**config.mk**
```make
export PLATFORM = sky130hd
export DESIGN_NAME = lc3_mem_arb
export DESIGN_NICKNAME = d
export VERILOG_FILES = /design/src/rtl/lc3_mem_pkg.sv /design/src/rtl/lc3_rr_arbiter.sv /design/src/rtl/lc3_mem_arb.sv
export SDC_FILE = /design/constraint.sdc
export NUM_CORES = 1
export LEC_CHECK = 0
export ABC_AREA = 1
export ABC_CLOCK_PERIOD_IN_PS = 3500
export BUFFER_PORTS_ARGS = -buffer_cell sky130_fd_sc_hd__buf_4
export CAP_MARGIN = 20
export CORE_ASPECT_RATIO = 0.6
export CORE_UTILIZATION = 26
export DETAILED_ROUTE_END_ITERATION = 10
export SYNTH_ARGS = -nofsm -noshare
export SYNTH_HDL_FRONTEND = slang
export SYNTH_SLANG_ARGS = --single-unit
```
**constraint.sdc**
```tcl
create_clock -name clk -period 3.5 [get_ports clk]
set_input_delay 0.875 -clock clk [delete_from_list [all_inputs] [get_ports clk]]
set_output_delay 0.875 -clock clk [all_outputs]
set_load 0.02 [all_outputs]
```
**src/rtl/lc3_mem_pkg.sv**
```systemverilog
// Shared types for the LC3 memory front end: FSM states, wait-state counter
// width and the native 16-bit request record.
package lc3_mem_pkg;

  localparam int WS_W  = 4;
  localparam int LC3_W = 16;

  typedef enum logic [1:0] {
    IDLE,
    ACCESS,
    RESP
  } state_t;

  typedef struct packed {
    logic             we;
    logic [LC3_W-1:0] addr;
    logic [LC3_W-1:0] wdata;
  } mem_req_t;

endpackage

```
**src/rtl/lc3_rr_arbiter.sv**
```systemverilog
// Combinational round-robin pick: first requesting channel at or after rr_ptr,
// wrapping, returned both as a one-hot grant and as an index.
module lc3_rr_arbiter #(
  parameter  int NUM_CH = 2,
  localparam int PTR_W  = (NUM_CH > 1) ? $clog2(NUM_CH) : 1
) (
  input  logic [NUM_CH-1:0] req,
  input  logic [PTR_W-1:0]  rr_ptr,
  output logic [NUM_CH-1:0] grant,
  output logic [PTR_W-1:0]  idx
);

  always_comb begin
    int   c;
    logic found;
    grant = '0;
    idx   = '0;
    found = 1'b0;
    c     = 0;
    for (int i = 0; i < NUM_CH; i++) begin
      c = int'(rr_ptr) + i;
      if (c >= NUM_CH) c = c - NUM_CH;
      if (!found && req[PTR_W'(c)]) begin
        found               = 1'b1;
        grant[PTR_W'(c)]    = 1'b1;
        idx                 = PTR_W'(c);
      end
    end
  end

endmodule

```
**src/rtl/lc3_mem_arb.sv**
```systemverilog
// N-channel LC3 memory front end: round-robin arbitration, programmable wait
// states, address range check and a one-cycle ack back to the granted channel.
module lc3_mem_arb
  import lc3_mem_pkg::*;
#(
  parameter int NUM_CH      = 2,
  parameter int DATA_W      = 16,
  parameter int ADDR_W      = 16,
  parameter int WAIT_STATES = 1,
  parameter int MEM_DEPTH   = 2**ADDR_W
) (
  input  logic                     clk,
  input  logic                     rst,
  input  logic [NUM_CH-1:0]        req,
  input  logic [NUM_CH-1:0]        we,
  input  logic [NUM_CH*ADDR_W-1:0] ch_addr,
  input  logic [NUM_CH*DATA_W-1:0] ch_wdata,
  output logic [NUM_CH-1:0]        ack,
  output logic                     err,
  output logic [DATA_W-1:0]        rdata,
  output logic [ADDR_W-1:0]        addr,
  output logic                     memWE,
  output logic [DATA_W-1:0]        data_in,
  input  logic [DATA_W-1:0]        data_out
);

  localparam int              PTR_W   = (NUM_CH > 1) ? $clog2(NUM_CH) : 1;
  localparam logic [ADDR_W:0] DEPTH_L = (ADDR_W+1)'(MEM_DEPTH);
  localparam logic [WS_W-1:0] WS_INIT = WS_W'(WAIT_STATES);

  state_t              state_q, state_d;
  logic [WS_W-1:0]     cnt_q;
  logic [PTR_W-1:0]    rr_ptr_q;
  logic [PTR_W-1:0]    grant_idx_q;
  logic                lat_we;
  logic [ADDR_W-1:0]   lat_addr;
  logic [DATA_W-1:0]   lat_wdata;
  logic [DATA_W-1:0]   rdata_q;

  logic [NUM_CH-1:0]   arb_grant;
  logic [PTR_W-1:0]    arb_idx;
  logic                sel_we;
  logic [ADDR_W-1:0]   sel_addr;
  logic [DATA_W-1:0]   sel_wdata;
  logic                in_range;

  lc3_rr_arbiter #(.NUM_CH(NUM_CH)) u_arb (
    .req    (req),
    .rr_ptr (rr_ptr_q),
    .grant  (arb_grant),
    .idx    (arb_idx)
  );

  // Steer the granted channel's request fields using the one-hot grant.
  always_comb begin
    sel_we    = 1'b0;
    sel_addr  = '0;
    sel_wdata = '0;
    for (int i = 0; i < NUM_CH; i++) begin
      if (arb_grant[i]) begin
        sel_we    = we[i];
        sel_addr  = ch_addr[i*ADDR_W +: ADDR_W];
        sel_wdata = ch_wdata[i*DATA_W +: DATA_W];
      end
    end
  end

  assign in_range = ({1'b0, lat_addr} < DEPTH_L);

  always_ff @(posedge clk or posedge rst) begin
    if (rst) state_q <= IDLE;
    else     state_q <= state_d;
  end

  // memWE and ack decode straight from state so a reset drops them at once.
  always_comb begin
    state_d = state_q;
    memWE   = 1'b0;
    ack     = '0;
    err     = 1'b0;
    case (state_q)
      IDLE: begin
        if (|req) state_d = ACCESS;
      end
      ACCESS: begin
        if (cnt_q == '0) begin
          state_d = RESP;
          memWE   = lat_we & in_range;
        end
      end
      RESP: begin
        state_d          = IDLE;
        ack[grant_idx_q] = 1'b1;
        err              = !in_range;
      end
      default: state_d = IDLE;
    endcase
  end

  always_ff @(posedge clk or posedge rst) begin
    if (rst) begin
      cnt_q       <= '0;
      rr_ptr_q    <= '0;
      grant_idx_q <= '0;
      lat_we      <= 1'b0;
      lat_addr    <= '0;
      lat_wdata   <= '0;
      rdata_q     <= '0;
    end else begin
      if (state_q == IDLE && |req) begin
        lat_we      <= sel_we;
        lat_addr    <= sel_addr;
        lat_wdata   <= sel_wdata;
        cnt_q       <= WS_INIT;
        grant_idx_q <= arb_idx;
        rr_ptr_q    <= (arb_idx == PTR_W'(NUM_CH-1)) ? '0 : arb_idx + 1'b1;
      end
      if (state_q == ACCESS) begin
        if (cnt_q != '0) cnt_q   <= cnt_q - 1'b1;
        else             rdata_q <= in_range ? data_out : '0;
      end
    end
  end

  assign addr    = lat_addr;
  assign data_in = lat_wdata;
  assign rdata   = rdata_q;

  // A requester must hold req until its ack; dropping it early is a protocol error.
  req_held_during_access: assert property (
    @(posedge clk) disable iff (rst) (state_q == ACCESS) |-> req[grant_idx_q]
  );

endmodule

```
# Yosys cells after proc, flatten, opt, wreduce, memory -nomap -nowiden
# Index checks and enable logic that the tools add are counted.
# totals
rom_bits,0
mem_bits_rw,0
latchBits,0
in_bits,86
mem_count,0
ff_bits,57
elab_cells,72
# classes
mul,0
bitwise_logic,2
n_lt_le_gt_ge,8
n_mux,33
n_eq_ne,4
n_reduce_logical,12
shifts,0
div_mod_pow,0
n_addsub,5
# op_table
op,count
16-bit 2-to-1 mux,4
1-bit 2-to-1 mux,17
4-bit 2-to-1 mux,3
2-bit 2-to-1 mux,5
"1-bit by 3-bit less-than comparator with 1-bit output, second input constant",2
1-bit logical AND,5
4-bit logical NOT,1
"2-bit inequality test, second input constant",2
2-bit case mux with 2 select lines,1
2-bit AND reduction,2
4-bit nonzero test,1
"4-bit by 1-bit subtractor with 4-bit output, second input constant",1
1-bit demux with 1-bit select,3
"1-bit >= comparator, second input constant",3
"1-bit by 1-bit adder with 2-bit output, second input constant",1
"2-bit by 1-bit equality test with 1-bit output, second input constant",1
"2-bit equality test, second input constant",1
"1-bit by 2-bit >= comparator with 1-bit output, second input constant",1
"2-bit >= comparator, second input constant",1
2-bit logical NOT,1
"1-bit by 2-bit less-than comparator with 1-bit output, second input constant",1
2-bit bitwise OR,1
2-bit OR reduction,1
"1-bit subtractor, second input constant",2
3 further kinds,3

# Depth between registers and ports, before layout
# Gate-level depths: netlist of the first run.
# logic_depth
ltp_word,11
depth_mapped,7
depth_no_buf,7

# Cells and area by module
# From an unflattened synthesis of the first run, not the netlist that was laid out.
# unflattened
cells_unflattened,380
area_unflattened_um2,2832.7
# by_module_without_submodules
mod,cells_per_inst,seq_area_each_um2,area_per_inst_um2,instances
lc3_mem_arb,374,1426.4,2803.9,1
lc3_rr_arbiter,6,0.0,28.8,1

# Worst setup path after synthesis of the first run
# OpenSTA, ideal clock, no wires.
# synth_timing
kind,flip-flop to output port
startpoint,register cnt_q[0]
endpoint,output port memWE
n_path_buf,1
slack_ns,1.316
stages_incl_launch_ff,6
arrival_ns,1.309
cell_sequence,dfrtp_1 -> inv_1 -> ha_1 -> nand3_4 -> buf_6 -> nor2_1
# synth_between
elab_chain_len,3
# synth_lines
element,line_no,text
from (decl),lc3_mem_arb.sv:32,logic [WS_W-1:0] cnt_q;
from (signal assigned),lc3_mem_arb.sv:119,if (cnt_q != '0) cnt_q <= cnt_q - 1'b1;
4-bit logical NOT,lc3_mem_arb.sv:86,if (cnt_q == '0) begin
1-bit 2-to-1 mux,lc3_mem_arb.sv:86,
1-bit 2-to-1 mux,lc3_mem_arb.sv:81,case (state_q)
to (decl),lc3_mem_arb.sv:22,"output logic memWE,"
# Every way passes these cells.

# Worst setup path after layout of the first run
# Ends and elaborated chain as after synthesis.

==> impl_metrics.ini, run 1 <==
[synthesis]
netlist_area_um2 = 2420
synth.avg_cell_area_um2 = 9.10
yosysWarnings = 0
ys_seq_area_share_pct = 58.9
synth_seq_cells = 57
syn-num-nets = 353
syn_inst = 266
yosysUniqueCellTypes = 22

[grt]
grt_start_max_net_pins = 65
grtUsageTotal_pct = 13.2
gr-total-overflow = 0
grt_pass1_vias = 2122
grt_pass1_wl_um = 9960
antenna_found_initial = 0

[clock_tree]
cts_hold_buffers = 0
cts_setup_buffers = 0
clock-sinks = 57
cts-buffers-inserted = 9
htree_levels = 3
clk_latency_ns = 0.32
cts-root-buf = clkbuf_16
cts_tree = yes
cts.repair.resized = 0
path_clk_slew_ns = 0.05
cts_buffer_depth = 2

[sta]
setup_viol = 0
min_period_over_period_pct = 73.1
worst_pin_slew_ns = 0.779
max_freq_mhz = 391
period_needed_ns = 2.56
fin_skew_ns = 0.00656
hold_viol = 0
rsz0062_at_grt = no
slew_headroom_pct = 47.9
drv_slew = 0
setup_slack_ns = 0.940
finalSetupTns_ns = 0

[critical_path]
endpoint_kind = output port
cpLargestDelayFamily = simple AND/OR/NAND/NOR gates
worstSetupStartpointType = register
cp_slowest_cell = dfrtp_1
path_buf_inv = 2
crit_chain = inv_1 -> ha_1 -> nand3_4 -> nor2_1 -> buf_4
crit_required_ns = 2.62
critPathMaxStageDelay_ns = 0.37
path_max_fanout = 17
critPathKind = reg2out
crit_arrival_ns = 1.68

[final_layout]
n_fill_cell = 883
areaGrowthSynthToFinish_pct = 46.6
nets = 456
drive_gt1_share_pct = 37.0
final_util_pct = 40.4
antenna_cells = 0

[detailed_routing]
vias_per_cell = 4.19
drtAntennaViolNets = 0
met3_length_um = 349
first_pass_iters = 4
drt-total-wl_um = 5540
vias = 2033
wl_met2_um = 2380
maxUsedRoutingLayer = met4
drt_iter0_drc = 79
wl_per_cell_um = 11.4
drc_errors = 0
drt-met1-wl_um = 2760

[power]
p_comb_share_pct = 44.6
leakagePower_nw = 1.83
netSwitchingFraction_pct = 40.3
pwr-share-clk_pct = 22.7
p_per_area_nw_per_um2 = 1000
internal_power_mw = 2.12
power.share.sequential_pct = 32.7
peakVddDrop_mv = 0.330
finalPower_mw = 3.56
switching_power_mw = 1.43

[placement]
dpl_worst_slack_ns = 1.25
portBuffers = 103
dpl.hpwl_um = 3810
gp_congestion = 0.706

[status]
status = finished, final reports clean

[die]
start_util_pct = 27.6
dieHeight_um = 76.7
die_w_um = 127
std_cell_rows = 26
ioPinCount = 138
die_area_um2 = 9710
fp.coreArea_um2 = 8780

[run]
max_cap_violations = 0

[min_path]
hold_path_class = reg2reg
state kept, by name, summed over array words and instances, names as in the netlist:
register	count
grant_idx_q	1
data_in	16
lat_we	1
state_q	2
rr_ptr_q	1
rdata	16
addr	16
cnt_q	4
cells by family after synthesis:
kind of cell / count (synthesis) / synth area share [%]
DFF: 57 / 58.9
buffers and inverters: 25 / 6.46
xor gates and xnor gates: 1 / 0.362
and+or+nand+nor: 144 / 25.9
other: 1 / 0.155
AOI/OAI and AO/OA: 37 / 7.65
adders and majority gates: 1 / 0.517
power by group through the flow:
stage,registers [mW],logic (mW),clock network [mW]
after floorplan,1.48,0.727,0
after global placement,1.16,1.58,0
after detailed placement,1.17,1.61,0
after CTS,1.16,1.61,0.841
after global routing,1.21,1.77,0.874
final,1.16,1.59,0.806
cells in the mapped netlist:
cell type	count	area share, %
buf_6	2	0.93
xnor2_1	1	0.36
nor2_8	1	0.83
conb_1	1	0.15
nor2_4	2	0.93
nand3_1	4	0.83
nand2_2	10	2.6
o21ai_0	3	0.62
nor2_1	3	0.47
buf_2	4	0.83
nor3b_1	1	0.31
inv_1	10	1.6
nand3_4	1	0.72
nand2_4	1	0.47
buf_4	7	2.2
inv_2	1	0.15
ha_1	1	0.52
dfrtp_1	57	59
o21ai_1	34	7.0
buf_12	1	0.83
nand2_1	120	19
nor3_1	1	0.21
routing by layer:
metal  global-route usage (%)  vias up
met5                        0        -
met4                     6.14        0
met3                     5.23        4
met2                     20.6       62
met1                     15.9      933
li1                         -     1034
path summary, 6_finish.rpt:
check	from	end	slack (ns)	depth (start not counted)
min	rdata[5]$_DFFE_PP0P_	rdata[5]$_DFFE_PP0P_	0.47	2
max	cnt_q[0]$_DFF_PP0_	memWE	0.94	5
max in group asynchronous	rst	data_in[5]$_DFFE_PP0P_	2.18	4
min reg2reg	rdata[5]$_DFFE_PP0P_	rdata[5]$_DFFE_PP0P_	0.47	2
min in group asynchronous	rst	addr[14]$_DFFE_PP0P_	0.58	2
max reg2reg	state_q[0]$_DFFE_PP0P_	addr[11]$_DFFE_PP0P_	1.99	5
cells in the final DEF (no fill, tap or decap):
| master | count |
|---|---|
| o21ai_0 | 3 |
| nand3_4 | 1 |
| clkbuf_16 | 9 |
| nand2_1 | 120 |
| inv_2 | 2 |
| nand2_2 | 10 |
| clkbuf_8 | 3 |
| ha_1 | 1 |
| nor2_8 | 1 |
| o21ai_1 | 33 |
| clkinv_2 | 1 |
| conb_1 | 1 |
| nand3_1 | 4 |
| nand2_4 | 1 |
| buf_4 | 105 |
| clkinvlp_4 | 1 |
| nor3b_1 | 1 |
| dfrtp_1 | 57 |
| nor3_1 | 1 |
| buf_12 | 1 |
| nor2_4 | 2 |
| xnor2_1 | 1 |
| o21ai_4 | 1 |
| inv_1 | 9 |
| nor2_1 | 3 |
| clkbuf_1 | 1 |
metrics by stage:
stage          cell area [um^2]  std cells  hold WS, ns
6_report                   3550        485        0.469
5_1_grt                    3550        485        0.492
4_1_cts                    3530        484        0.472
3_5_place_dp               3250        469        0.461
3_3_place_gp               3250        469        0.457
2_1_floorplan              2420        266        0.449
layout make-up:
cell class / count / area (um^2) / area share, %
Tap cell: 112 / 140 / 3.95
Clock inverter: 2 / 12.5 / 0.353
Inverter: 11 / 41.3 / 1.16
Clock buffer: 13 / 270 / 7.62
Sequential cell: 57 / 1430 / 40.2
Multi-Input combinational cell: 184 / 850 / 23.9
Timing Repair Buffer: 106 / 808 / 22.8
tightest hold or removal path, stage by stage (launching register included):
cell and delay (ns):
dfrtp_1 0.33, nand2_1 0.05, nand2_1 0.05
(Power assumes the default switching activity.)
==> run 2, diff against run 1 <==
Settings changed: ABC_AREA 1 to 0, ABC_CLOCK_PERIOD_IN_PS 3500 to 2600.
Clock period 3.5 ns to 2.6 ns, I/O delays scaled along.
==> run 2 against run 1 <==
Clock-buffer cell count decreased by 3. Sequential cell count is the same. Synthesized area increased by 3.7%. Largest power group unchanged. Critical path depth grew 1. Critical endpoint unchanged. Power increased by 42%. First-iteration DRC count shrank 37%. Clock power grew 76%. Largest cell class unchanged. Die area increased by 3.6%. Register-to-register slack got worse by 1.3 ns. Combinational power up 31%. Via count shrank 10%.
==> impl_metrics.ini, run 2 <==
[status]
status = finished, final reports clean

[placement]
portBuffers = 103
dpl_worst_slack_ns = 0.510
gp_congestion = 0.651
dpl.hpwl_um = 4090
postPlaceCellArea_um2 = 3440

[die]
std_cell_rows = 27
ioPinCount = 138
dieHeight_um = 78.1
die_area_um2 = 10100
start_util_pct = 27.1
die_w_um = 129
fp.coreArea_um2 = 9260

[power]
p_per_area_nw_per_um2 = 1320
leakagePower_nw = 2.00
internal_power_mw = 3.33
netSwitchingFraction_pct = 33.9
peakVddDrop_mv = 0.447
pwr-share-clk_pct = 28.3
power.share.sequential_pct = 30.3
switching_power_mw = 1.71
p_comb_share_pct = 41.5

[sta]
drv_slew = 0
max_freq_mhz = 416
hold_viol = 0
finalSetupTns_ns = 0
fin_skew_ns = 0.00338
min_period_over_period_pct = 92.4
setup_slack_ns = 0.198
worst_hold_slack_ns = 0.345
setup_viol = 0
period_needed_ns = 2.40
rsz0062_at_grt = no

[final_layout]
fin_area_um2 = 3800
areaGrowthSynthToFinish_pct = 51.3
antenna_cells = 0
drive_gt1_share_pct = 44.4
n_fill_cell = 932
final_common_cell = buf_4
nets = 415
final_cell_mix = buf_4, dfrtp_1, inv_1, nand2_1, mux2i_1

[synthesis]
synth-main-ff-cell = dfrtp_1
syn-num-nets = 306
synth_top_family_by_area = multiplexers
yosys-top-cells-area = dfrtp_1, mux2i_1, inv_1
synth-edff-count = 0
synth_compound_area_share_pct = 1.45
yosys.area_share.simple_pct = 9.17
synth_seq_cells = 57
syn_inst = 219
yosysWarnings = 0
synth_top_area_cell = dfrtp_1
synthAdderAreaFrac_pct = 0.499
netlist_area_um2 = 2510
synthMuxAreaShare_pct = 23.2
synth_xor_area_share_pct = 0
synth.most_common_cell = dfrtp_1
synth_top_area_share_pct = 56.8
synth.avg_cell_area_um2 = 11.5
synthArstFlopShare_pct = 100
synth_common_cells = dfrtp_1, inv_1, nand2_1, mux2i_1, mux2_2
yosysUniqueCellTypes = 25
ys_seq_area_share_pct = 56.8

[critical_path]
endpoint_kind = output port
crit_arrival_ns = 1.75
reg2reg_depth = 6
critPathKind = reg2out
worstSetupStartpointType = register
path_max_fanout = 4
crit_required_ns = 1.95

[clock_tree]
clk_latency_ns = 0.32
htree_levels = 3
cts_tree = yes
cts_buffer_depth = 2
path_clk_slew_ns = 0.05
cts_hold_buffers = 0
clock-sinks = 57
cts-buffers-inserted = 9
cts-root-buf = clkbuf_16

[detailed_routing]
first_pass_iters = 4
vias_per_cell = 3.95
drc_errors = 0
drtAntennaViolNets = 0
wl_per_cell_um = 12.2
drt_iter0_drc = 50
vias = 1830
drt-total-wl_um = 5640

[grt]
grtUsageTotal_pct = 12.1
gr-total-overflow = 0
grt_pass1_vias = 1814
antenna_found_initial = 0
grt_start_max_net_pins = 30
grt_pass1_wl_um = 9050

[min_path]
hold_path_class = in2async

[run]
max_cap_violations = 0
## run 2: changes by cell type in the layout (fill, tap and decap cells not counted), moves of 4 or more
cell / before / now
nand2_1: 120 / 36
mux2i_1: 0 / 35
o21ai_1: 33 / 0
inv_1: 9 / 38
mux2_2: 0 / 10
nand2_2: 10 / 1
mux2_4: 0 / 8
bufinv_16: 0 / 4
nand3_1: 4 / 0
## run 2: cell type report
| class | instances | area, um^2 | share of cell area [%] |
|---|---|---|---|
| Timing Repair Buffer | 109 | 831 | 21.9 |
| Clock inverter | 6 | 130 | 3.43 |
| Tap cell | 130 | 163 | 4.28 |
| Clock buffer | 10 | 229 | 6.03 |
| Multi-Input combinational cell | 112 | 873 | 23.0 |
| Sequential cell | 57 | 1430 | 37.5 |
| Inverter | 39 | 146 | 3.85 |
## run 2: cell families (layout without fill, tap and decap cells)
logic type | count (synthesis) | after routing
DFF | 57 | 57
muxes | 53 | 53
and+or+nand+nor | 51 | 51
buffers and inverters | 50 | 164
AOI/OAI and AO/OA | 6 | 6
adders and majority gates | 1 | 1
other | 1 | 1
## run 2: routing by layer
metal	track usage, %	vias to the layer above	share of wire (%)
met1	15.1	849	46
met3	6.82	9	9.5
met5	0	-	0
met4	4.59	0	1.3
met2	17.0	62	43
li1	-	910	-
## run 2: metrics by stage
step	total power, mW	cells	util [%]
floorplan	2.85	219	-
global placement	3.60	447	37.1
detailed placement	3.65	447	37.1
CTS	5.12	463	41.0
global route	5.36	463	41.0
finish	5.03	463	41.0
## run 2: path summary, 6_finish.rpt
kind                                       from                endpoint  slack, ns
max                          cnt_q[0]$_DFF_PP0_                   memWE       0.20
min reg2reg                rdata[5]$_DFFE_PP0P_    rdata[5]$_DFFE_PP0P_       0.50
max reg2reg                  cnt_q[0]$_DFF_PP0_   rdata[13]$_DFFE_PP0P_       0.74
min                                         rst   rdata[15]$_DFFE_PP0P_       0.35
min in group clk           rdata[5]$_DFFE_PP0P_    rdata[5]$_DFFE_PP0P_       0.50
max in group asynchronous                   rst  data_in[2]$_DFFE_PP0P_       1.70
## run 2: power by group through the flow
stage | logic [mW] | registers, mW | clock network (mW)
finish | 2.09 | 1.52 | 1.42
global route | 2.26 | 1.58 | 1.52
floorplan | 0.947 | 1.90 | 0
CTS | 2.12 | 1.53 | 1.47
global placement | 2.08 | 1.51 | 0
detailed placement | 2.12 | 1.53 | 0
## run 2: worst max-delay path, cell delays in order, from the launching register on
cell	delay, ns
dfrtp_1	0.41
inv_1	0.07
ha_1	0.17
nand2b_1	0.09
or3b_4	0.43
nor2_1	0.11
buf_4	0.15
## run 2: timing repair
item,CTS,global route
hold endpoints to repair,0,0
gates resized for setup,0,1
endpoints found under the setup margin,0,1
setup buffers,0,0
==> run 3, diff against run 2 <==
Settings changed: BUFFER_PORTS_ARGS -buffer_cell sky130_fd_sc_hd__buf_4 to -buffer_cell sky130_fd_sc_hd__buf_2, CELL_PAD_IN_SITES_DETAIL_PLACEMENT set to 1, CELL_PAD_IN_SITES_GLOBAL_PLACEMENT set to 1, PLACE_DENSITY_LB_ADDON set to 0.1.
==> run 3 against run 2 <==
Sequential power about the same. Clock power fell by 25%. Design area is 8.4% lower. Critical endpoint unchanged. Clock-buffer cell count grew 3.
==> impl_metrics.ini, run 3 (synthesis gave the netlist of run 2 again) <==
[status]
status = finished, final reports clean

[clock_tree]
cts-root-buf = clkbuf_16
cts_buffer_depth = 2
path_clk_slew_ns = 0.05
cts_hold_buffers = 0
clk_latency_ns = 0.32
htree_levels = 3
clock-sinks = 57
cts-buffers-inserted = 9
cts_tree = yes
cts_setup_buffers = 0
cts.repair.resized = 0

[detailed_routing]
wl_per_cell_um = 13.4
vias_per_cell = 4.10
drtAntennaViolNets = 0
drt-total-wl_um = 6190
drt_iter0_drc = 47
first_pass_iters = 4
drc_errors = 0
vias = 1897

[grt]
grtUsageTotal_pct = 13.7
grt_pass1_wl_um = 10300
grt_pass1_vias = 2006
grt_start_max_net_pins = 58
gr-total-overflow = 0
antenna_found_initial = 1

[die]
die_area_um2 = 10100
ioPinCount = 138
die_w_um = 129
dieHeight_um = 78.1
fp.coreArea_um2 = 9260
start_util_pct = 27.1
std_cell_rows = 27

[final_layout]
areaGrowthSynthToFinish_pct = 38.6
final_common_cell = buf_2
antenna_cells = 0
final_cell_mix = buf_2, dfrtp_1, inv_1, nand2_1, mux2i_1
nets = 415
fin_area_um2 = 3480
final_util_pct = 37.6
drive_gt1_share_pct = 43.8
n_fill_cell = 1078

[critical_path]
cp_slowest_cell = or3b_1
crit_chain = inv_1 -> ha_1 -> nand2b_1 -> or3b_1 -> nor2_1 -> buf_2
path_max_fanout = 4
endpoint_kind = output port
crit_required_ns = 1.95
worstSetupStartpointType = register
critPathKind = reg2out
crit_arrival_ns = 1.72
critPathMaxStageDelay_ns = 0.42

[sta]
rsz0062_at_grt = no
drv_slew = 0
worst_pin_slew_ns = 0.489
setup_viol = 0
slew_headroom_pct = 67.1
fin_skew_ns = 0.00539
period_needed_ns = 2.37
min_period_over_period_pct = 91.1
max_freq_mhz = 422
finalSetupTns_ns = 0
hold_viol = 0

[power]
p_per_area_nw_per_um2 = 1300
finalPower_mw = 4.52
leakagePower_nw = 1.91
peakVddDrop_mv = 0.389

[placement]
gp_congestion = 0.665
dpl.hpwl_um = 4350
portBuffers = 103
postPlaceCellArea_um2 = 3200

[min_path]
hold_path_class = in2async

[run]
max_cap_violations = 0
-- run 3: critical path: cells and delay by family, from the launching register on --
family / cells / cell delay, ns
adders and majority gates: 1 / 0.16
buffers and inverters: 2 / 0.25
DFF: 1 / 0.40
and+or+nand+nor: 3 / 0.59
-- run 3: report_power, final --
part | switching [mW] | total, mW | leakage (nW) | internal [mW]
clock network | 0.382 | 1.07 | 0.139 | 0.690
logic | 1.10 | 1.94 | 1.04 | 0.844
registers | 0.223 | 1.51 | 0.734 | 1.28
total | 1.70 | 4.52 | 1.91 | 2.82
-- run 3: area by class of cell --
| type | count | area [um^2] | share of cell area [%] |
|---|---|---|---|
| Clock inverter | 3 | 15.0 | 0.431 |
| Inverter | 39 | 146 | 4.21 |
| Timing Repair Buffer | 109 | 598 | 17.2 |
| Clock buffer | 13 | 260 | 7.48 |
| Sequential cell | 57 | 1430 | 41.0 |
| Tap cell | 130 | 163 | 4.67 |
| Multi-Input combinational cell | 112 | 871 | 25.0 |
-- run 3: path summary, 6_finish.rpt --
| path | start | to | slack (ns) | depth (start not counted) |
|---|---|---|---|---|
| setup / recovery | cnt_q[0]$_DFF_PP0_ | memWE | 0.23 | 6 |
| max in group asynchronous | rst | addr[1]$_DFFE_PP0P_ | 1.95 | 3 |
| hold / removal | rst | rdata[14]$_DFFE_PP0P_ | 0.38 | 3 |
| min in group clk | rdata[8]$_DFFE_PP0P_ | rdata[8]$_DFFE_PP0P_ | 0.50 | 1 |
| setup reg to reg | cnt_q[0]$_DFF_PP0_ | rdata[15]$_DFFE_PP0P_ | 0.79 | 6 |
| hold reg to reg | rdata[8]$_DFFE_PP0P_ | rdata[8]$_DFFE_PP0P_ | 0.50 | 1 |
-- run 3: routing by layer --
| layer | vias up | wire length, um | track usage (%) |
|---|---|---|---|
| met2 | 79 | 2420 | 19.5 |
| met4 | 2 | 103 | 5.65 |
| met3 | 12 | 739 | 7.70 |
| li1 | 904 | - | - |
| met1 | 900 | 2910 | 17.1 |
| met5 | - | 17 | 0 |
-- run 3: through the flow --
step / hold slack (ns) / setup WS [ns] / std cells
4_1_cts: 0.387 / 0.191 / 463
5_1_grt: 0.416 / 0.0791 / 463
6_report: 0.384 / 0.231 / 463
2_1_floorplan: 0.469 / 0.333 / 219
3_3_place_gp: 0.480 / 0.550 / 447
3_5_place_dp: 0.489 / 0.548 / 447
